### config.mk
export PLATFORM = sky130hd
export DESIGN_NAME = addsub_arbiter
export DESIGN_NICKNAME = d
export VERILOG_FILES = /design/src/rtl/addsub_arbiter.sv
export SDC_FILE = /design/constraint.sdc
export NUM_CORES = 1
export LEC_CHECK = 0
export ABC_AREA = 1
export BUFFER_PORTS_ARGS = -buffer_cell sky130_fd_sc_hd__buf_2
export CORE_ASPECT_RATIO = 0.75
export CORE_MARGIN = 1.5
export CORE_UTILIZATION = 28
export DETAILED_ROUTE_END_ITERATION = 6
export PLACE_DENSITY_LB_ADDON = 0.15
export SLEW_MARGIN = 20
export SYNTH_ARGS = -nofsm -noshare
export SYNTH_HDL_FRONTEND = slang
export SYNTH_SLANG_ARGS = --single-unit
### constraint.sdc
create_clock -name clk_i -period 2.15 [get_ports clk_i]
set_input_delay 0.43 -clock clk_i [delete_from_list [all_inputs] [get_ports clk_i]]
set_output_delay 0.43 -clock clk_i [all_outputs]
set_load 0.1 [all_outputs]
### src/rtl/addsub_arbiter.sv
// Round-robin sequencer sharing one 32-bit add/sub unit between NUM_REQ requesters.
// Optional macro ADDSUB_ARB_OVF_EN adds a registered signed-overflow flag (rsp_ovf_o).
module addsub_arbiter #(
  parameter int NUM_REQ = 4,
  parameter int ID_W    = 2
) (
  input  logic                    clk_i,
  input  logic                    rst_n_i,
  input  logic [NUM_REQ-1:0]      req_valid_i,
  output logic [NUM_REQ-1:0]      req_ready_o,
  input  logic [NUM_REQ*32-1:0]   req_a_i,
  input  logic [NUM_REQ*32-1:0]   req_b_i,
  input  logic [NUM_REQ-1:0]      req_mode_i,
  output logic [31:0]             a_o,
  output logic [31:0]             b_o,
  output logic                    mode_o,
  input  logic [31:0]             sum_i,
  output logic                    rsp_valid_o,
  input  logic                    rsp_ready_i,
  output logic [ID_W-1:0]         rsp_id_o,
  output logic [31:0]             rsp_sum_o
`ifdef ADDSUB_ARB_OVF_EN
  ,
  output logic                    rsp_ovf_o
`endif
);

  typedef enum logic [1:0] {IDLE, EXEC, RESP} state_t;

  state_t          state_q;
  logic [ID_W-1:0] ptr_q, ptr_d;
  logic [31:0]     a_q, b_q, rsp_sum_q;
  logic            mode_q, rsp_valid_q;
  logic [ID_W-1:0] rsp_id_q;

  logic [ID_W-1:0] grant, scan;
  logic            grant_vld;
  logic [31:0]     sel_a, sel_b;
  logic            sel_mode;

  // Search for the first valid requester starting at the priority pointer, wrapping.
  always_comb begin
    grant     = '0;
    grant_vld = 1'b0;
    scan      = ptr_q;
    for (int k = 0; k < NUM_REQ; k++) begin
      if (!grant_vld && req_valid_i[scan]) begin
        grant_vld = 1'b1;
        grant     = scan;
      end
      scan = (scan == ID_W'(NUM_REQ - 1)) ? '0 : scan + ID_W'(1);
    end
  end

  always_comb begin
    sel_a       = '0;
    sel_b       = '0;
    sel_mode    = 1'b0;
    req_ready_o = '0;
    for (int i = 0; i < NUM_REQ; i++) begin
      if (grant == ID_W'(i)) begin
        sel_a    = req_a_i[i*32 +: 32];
        sel_b    = req_b_i[i*32 +: 32];
        sel_mode = req_mode_i[i];
        req_ready_o[i] = rst_n_i && (state_q == IDLE) && grant_vld;
      end
    end
  end

  assign ptr_d = (rsp_id_q == ID_W'(NUM_REQ - 1)) ? '0 : rsp_id_q + ID_W'(1);

`ifdef ADDSUB_ARB_OVF_EN
  logic rsp_ovf_q, ovf_d;

  // Subtraction overflows only when the operand signs differ; addition only when they match.
  always_comb begin
    ovf_d = 1'b0;
    if (mode_q) ovf_d = (a_q[31] != b_q[31]) && (sum_i[31] != a_q[31]);
    else        ovf_d = (a_q[31] == b_q[31]) && (sum_i[31] != a_q[31]);
  end

  assign rsp_ovf_o = rsp_ovf_q;
`endif

  always_ff @(posedge clk_i or negedge rst_n_i) begin
    if (!rst_n_i) begin
      state_q     <= IDLE;
      ptr_q       <= '0;
      a_q         <= '0;
      b_q         <= '0;
      mode_q      <= 1'b0;
      rsp_valid_q <= 1'b0;
      rsp_id_q    <= '0;
      rsp_sum_q   <= '0;
`ifdef ADDSUB_ARB_OVF_EN
      rsp_ovf_q   <= 1'b0;
`endif
    end else begin
      case (state_q)
        IDLE: begin
          if (grant_vld) begin
            a_q      <= sel_a;
            b_q      <= sel_b;
            mode_q   <= sel_mode;
            rsp_id_q <= grant;
            state_q  <= EXEC;
          end
        end
        EXEC: begin
          rsp_sum_q   <= sum_i;
          rsp_valid_q <= 1'b1;
`ifdef ADDSUB_ARB_OVF_EN
          rsp_ovf_q   <= ovf_d;
`endif
          state_q     <= RESP;
        end
        RESP: begin
          if (rsp_ready_i) begin
            rsp_valid_q <= 1'b0;
            ptr_q       <= ptr_d;
            state_q     <= IDLE;
          end
        end
        default: state_q <= IDLE;
      endcase
    end
  end

  assign a_o         = a_q;
  assign b_o         = b_q;
  assign mode_o      = mode_q;
  assign rsp_valid_o = rsp_valid_q;
  assign rsp_id_o    = rsp_id_q;
  assign rsp_sum_o   = rsp_sum_q;

endmodule
* After elaboration in Yosys (flattened, before gate mapping)
Index checks and enable logic that the tools add are counted.
Widths: inputs -> output; s select.
** Storage, ports and cells
- Register bits :: 104
- Input bits :: 299
- Output and inout bits :: 104
- Word-level logic and storage cells :: 83
** Operators by class
- $add $sub $neg :: 4
- Magnitude comparators :: 4
- Equality and inequality tests :: 11
- Muxes and demuxes :: 41
- Reduce and logical (&&, ||, !) cells :: 15
** Operator list (count)
- $mux 32 :: 8
- $mux 2 :: 10
- $mux 1 :: 17
- $eq 2x2->1 const B :: 7
- $lt 2x3->1 const B :: 4
- $add 2x1->2 const B :: 4
- $bmux 1 s2 :: 4
- $reduce_and 2->1 :: 4
- $pmux 2 s3 :: 1
- $logic_and 1x1->1 :: 5
- $eq 2x1->1 const B :: 2
- $logic_not 2->1 :: 2
- $ne 2x2->1 const B :: 2
- $logic_not 1->1 :: 3
- $pmux 1 s2 :: 1
- $reduce_bool 2->1 :: 1

* Depth between registers and ports, before layout
- Depth after elaboration :: 17
- Gate-level depth with buffers :: 18
- Gate-level depth less buffers :: 16

* Worst setup path after synthesis
OpenSTA, ideal clock, no wires.
- Kind :: reg-to-output
- Start :: register ptr_q[1]
- End :: output port req_ready_o[0]
- Data arrival time :: 3.729 ns
- Data required time :: 1.720 ns
- Setup slack :: -2.009 ns
- Cell stages (with the launch flop) :: 12
- Path buffers :: 2
- Path through :: dfrtp_1 -> ha_1 -> inv_1 -> nand3_1 -> nand2_2 -> nand2_1 -> nand2_1 -> nand2_1 -> nand3_2 -> buf_4 -> buf_2 -> nor3_1
** Between the ends
- Cells in the longest elaborated chain, start to end :: 14
- Elaborated cells between the ends (all ways) :: 34
- Those cells by class :: 3 x add/sub; 3 x eq/ne; 20 x mux; 8 x reduce/logical
** Ends and longest elaborated chain
- start: declaration :: line 31 : logic [ID_W-1:0] ptr_q, ptr_d;
- start signal: assignment :: line 120 : ptr_q <= ptr_d;
- branches (longest 13 deep; another with $add 2x1->2)
- $mux 1 * :: line 61 : if (grant == ID_W'(i)) begin
- end: declaration :: line 10 : output logic [NUM_REQ-1:0] req_ready_o,
Mark *: on every way between the ends. The select of a mux whose other input is x is not followed.

* Final worst setup path
- Start :: register ptr_q[0]
- End :: output port req_ready_o[0]
Same word-level chain as after synthesis.

==> out/results.ini <==
[synth]
netlist.area_leader.share_pct=39.5
xor_xnor_cell_area_share_of_the_yosys_netlist_pct=0
synth_adder_area_share_pct=0.380
synth.avg_cell_area_um2=6.57
synth_compound_area_share_pct=6.81
yosys-mux-area-fraction_pct=0
netlist_area_um2=6580
synth_edf_count=0
yosys.area_share.simple_pct=45.1
ys.warnings.count=0
synth.distinct_cells=29
synth_top_flop_cell=dfrtp_1
postSynthNetCount=1303
area_leader_netlist=dfrtp_1
synth_sequential_area_ratio_pct=39.5
synthArstFlopShare_pct=100
postSynthCellCount=1002
combinational_family_with_the_most_area_after_synthesis=simple AND/OR/NAND/NOR gates
synthMostInstantiatedCell=nand2_1
synth_common_cells=433 x nand2_1, 105 x nor2_1, 104 x dfrtp_1, 102 x nand3_1, 67 x o21ai_0
ys_ff_latch=104
post_synth_main_area_contributors=dfrtp_1 40%, nand2_1 25%, nand3_1 7.8%

[detailed_routing]
detail_route.first_pass.iterations=7
drt-initial-drc-count=415
drc_errors=25
route.detailed.wl_per_inst_um=16.1
dr_total_vias=7982
post_drt_via_cell_ratio=4.60
total_detailed_routing_wirelength_mm=27.9
route.antenna.remaining_nets=0

[timing]
fin_crit_ns=2.65
timing.clock.skew_ns=0.0104
timing.final.crit_share_pct=123
worst_slack_ns=-0.496
worst_slew_pin_slew_ns=0.774
setup_repair_after_global_routing_missed_its_margin=yes
final-hold-violation-count=0
worst_slew_margin_rel_pct=48.3
setup_viol=69
report.final.slew_viol_count=0
maxClockFrequency_mhz=378

[layout]
final_nets=1729
post-route-cell-area_um2=10500
p_r_area_growth_vs_syn_pct=59.1
fill_cells=2389
drive_above_1_share_pct=39.9
postLayoutCoreUtil_pct=45.4

[cts]
ctsHtreeMaxLevel=3
cts.sink_count=104
clkSlewWorstSetupHoldPaths_ns=0.08
max-clock-path-buffers=2
postCtsHoldBufs=0
clkLatencyLatePin_ns=0.36
tritoncts_clock_tree=yes
cts_made_buffers=9
clockRootBuffer=clkbuf_16

[job]
cap_viol_max_count=0

[floorplanning]
core_um2=23100
fp.dieArea_um2=24400
dieHeight_um=136
floorplan.io_pins=403
initial_core_util_pct=28.5
die_width_um=180
row_count=48

[grt]
global_route_wire_length_before_repair_mm=42.1
number_of_global_route_vias_before_repair=7500
grt_usage_pct=22.2
grt.overflow.total=0
antenna_found_initial=1
grt_max_degree=105

[critical_path]
ff2ff_path_depth=15
setup.worst_path.end_class=output port
maximum_fanout_along_the_worst_path=5
cp_data_required_time_ns=1.72
setup.worst_path.class=register to output port
worstSetupStartpointType=register
cp.arrival_ns=2.22

[run_status]
violations_in_the_final_reports=DRC, setup timing
status=finished, violations left

[placement]
place_congestion=0.887
place.detailed.hpwl_mm=19.4
port_buffers=402
placedInstanceArea_um2=9300

[hold_path]
min_path_type=primary input to async pin

[critical path, stage by stage (launching register included)]
cell,delay [ns]
dfrtp_2,0.44
ha_4,0.29
inv_4,0.09
nand2_2,0.08
nand3_2,0.09
nand2_4,0.08
nand3_4,0.11
nand3_4,0.10
buf_6,0.15
nor3_4,0.23
buf_12,0.20
[layout by cell type, fill, tap and decap left out, types with 2 or more instances in the layout]
| cell type | netlist | final |
|---|---|---|
| nand3_4 | 0 | 4 |
| nor2_1 | 105 | 103 |
| clkinv_4 | 0 | 3 |
| buf_6 | 3 | 11 |
| nand4_1 | 2 | 2 |
| o21ai_0 | 67 | 58 |
| nand2_2 | 7 | 11 |
| bufbuf_16 | 0 | 4 |
| or2_2 | 11 | 11 |
| buf_8 | 0 | 4 |
| a21oi_2 | 0 | 5 |
| nand3b_1 | 8 | 8 |
| inv_4 | 0 | 2 |
| nor2_4 | 1 | 4 |
| nand2_1 | 433 | 420 |
| or2_0 | 8 | 8 |
| nand3_2 | 5 | 12 |
| o21ai_2 | 0 | 3 |
| buf_2 | 26 | 397 |
| clkbuf_16 | 0 | 11 |
| dfrtp_1 | 104 | 103 |
| nand3_1 | 102 | 91 |
| o21ai_1 | 3 | 8 |
| nor2_8 | 4 | 4 |
| nand2_4 | 2 | 10 |
| nor2_2 | 3 | 2 |
| inv_1 | 46 | 44 |
| nor3_4 | 0 | 3 |
| buf_4 | 15 | 25 |
| inv_8 | 0 | 3 |
| buf_16 | 0 | 6 |
| a21oi_1 | 18 | 13 |
| buf_12 | 0 | 28 |
[timing repair]
item / CTS / global route
pin swaps: 31 / 6
buffers inserted: 20 / 1
endpoints found under the setup margin: 69 / 71
gates cloned: 11 / 3
gates resized for setup: 65 / 21
[registers in the layout, indices dropped and copies added (netlist names)]
signal	count
rsp_valid_o	1
b_o	32
a_o	32
ptr_q	2
state_q	2
rsp_sum_o	32
rsp_id_o	2
mode_o	1
[per-stage QoR]
stage | setup WS (ns) | TNS, ns | cells | hold WS, ns
after floorplan | -0.597 | -2.10 | 1002 | 0.134
after global placement | -0.155 | -2.03 | 1682 | 0.450
after detailed placement | -0.185 | -4.32 | 1682 | 0.453
after CTS | -0.481 | -20.62 | 1729 | 0.242
after global routing | -0.582 | -31.98 | 1734 | 0.252
final | -0.496 | -22.08 | 1734 | 0.193
[kinds of logic after synthesis]
family          Yosys count
compound gates           89
fa+ha+maj                 2
buf+inv                 112
flops                   104
simple gates            695
[path summary, 6_finish.rpt]
| kind | start | end | slack, ns |
|---|---|---|---|
| setup / recovery | ptr_q[0]$_DFFE_PN0P_ | req_ready_o[0] | -0.50 |
| hold / removal | rst_n_i | rsp_id_o[0]$_DFFE_PN0P_ | 0.19 |
| setup reg to reg | ptr_q[0]$_DFFE_PN0P_ | a_o[5]$_DFFE_PN0P_ | -0.38 |
| hold reg to reg | rsp_sum_o[31]$_DFFE_PN0P_ | rsp_sum_o[31]$_DFFE_PN0P_ | 0.47 |
| max in group asynchronous | rst_n_i | a_o[25]$_DFFE_PN0P_ | 1.47 |
| min in group clk_i | sum_i[30] | rsp_sum_o[30]$_DFFE_PN0P_ | 0.26 |
[area by class of cell]
| cell class | instances | area, um2 | share of cell area [%] |
|---|---|---|---|
| Multi-Input combinational cell | 786 | 3720 | 35.5 |
| Timing Repair Buffer | 478 | 3280 | 31.3 |
| Sequential cell | 104 | 2600 | 24.9 |
| Tap cell | 300 | 375 | 3.59 |
| Clock buffer | 9 | 225 | 2.15 |
| Inverter | 49 | 201 | 1.92 |
| Clock inverter | 7 | 61.3 | 0.586 |
| Antenna cell | 1 | 2.50 | 0.0239 |
[per-layer routing]
layer | track usage, % | routed length, um
met4 | 5.60 | 539
met2 | 38.2 | 13400
met5 | 0 | 0
met1 | 28.2 | 12100
met3 | 5.19 | 1940
Power is not shown: default switching activity piles up to over one toggle a cycle in this logic, so the estimate is an artifact.
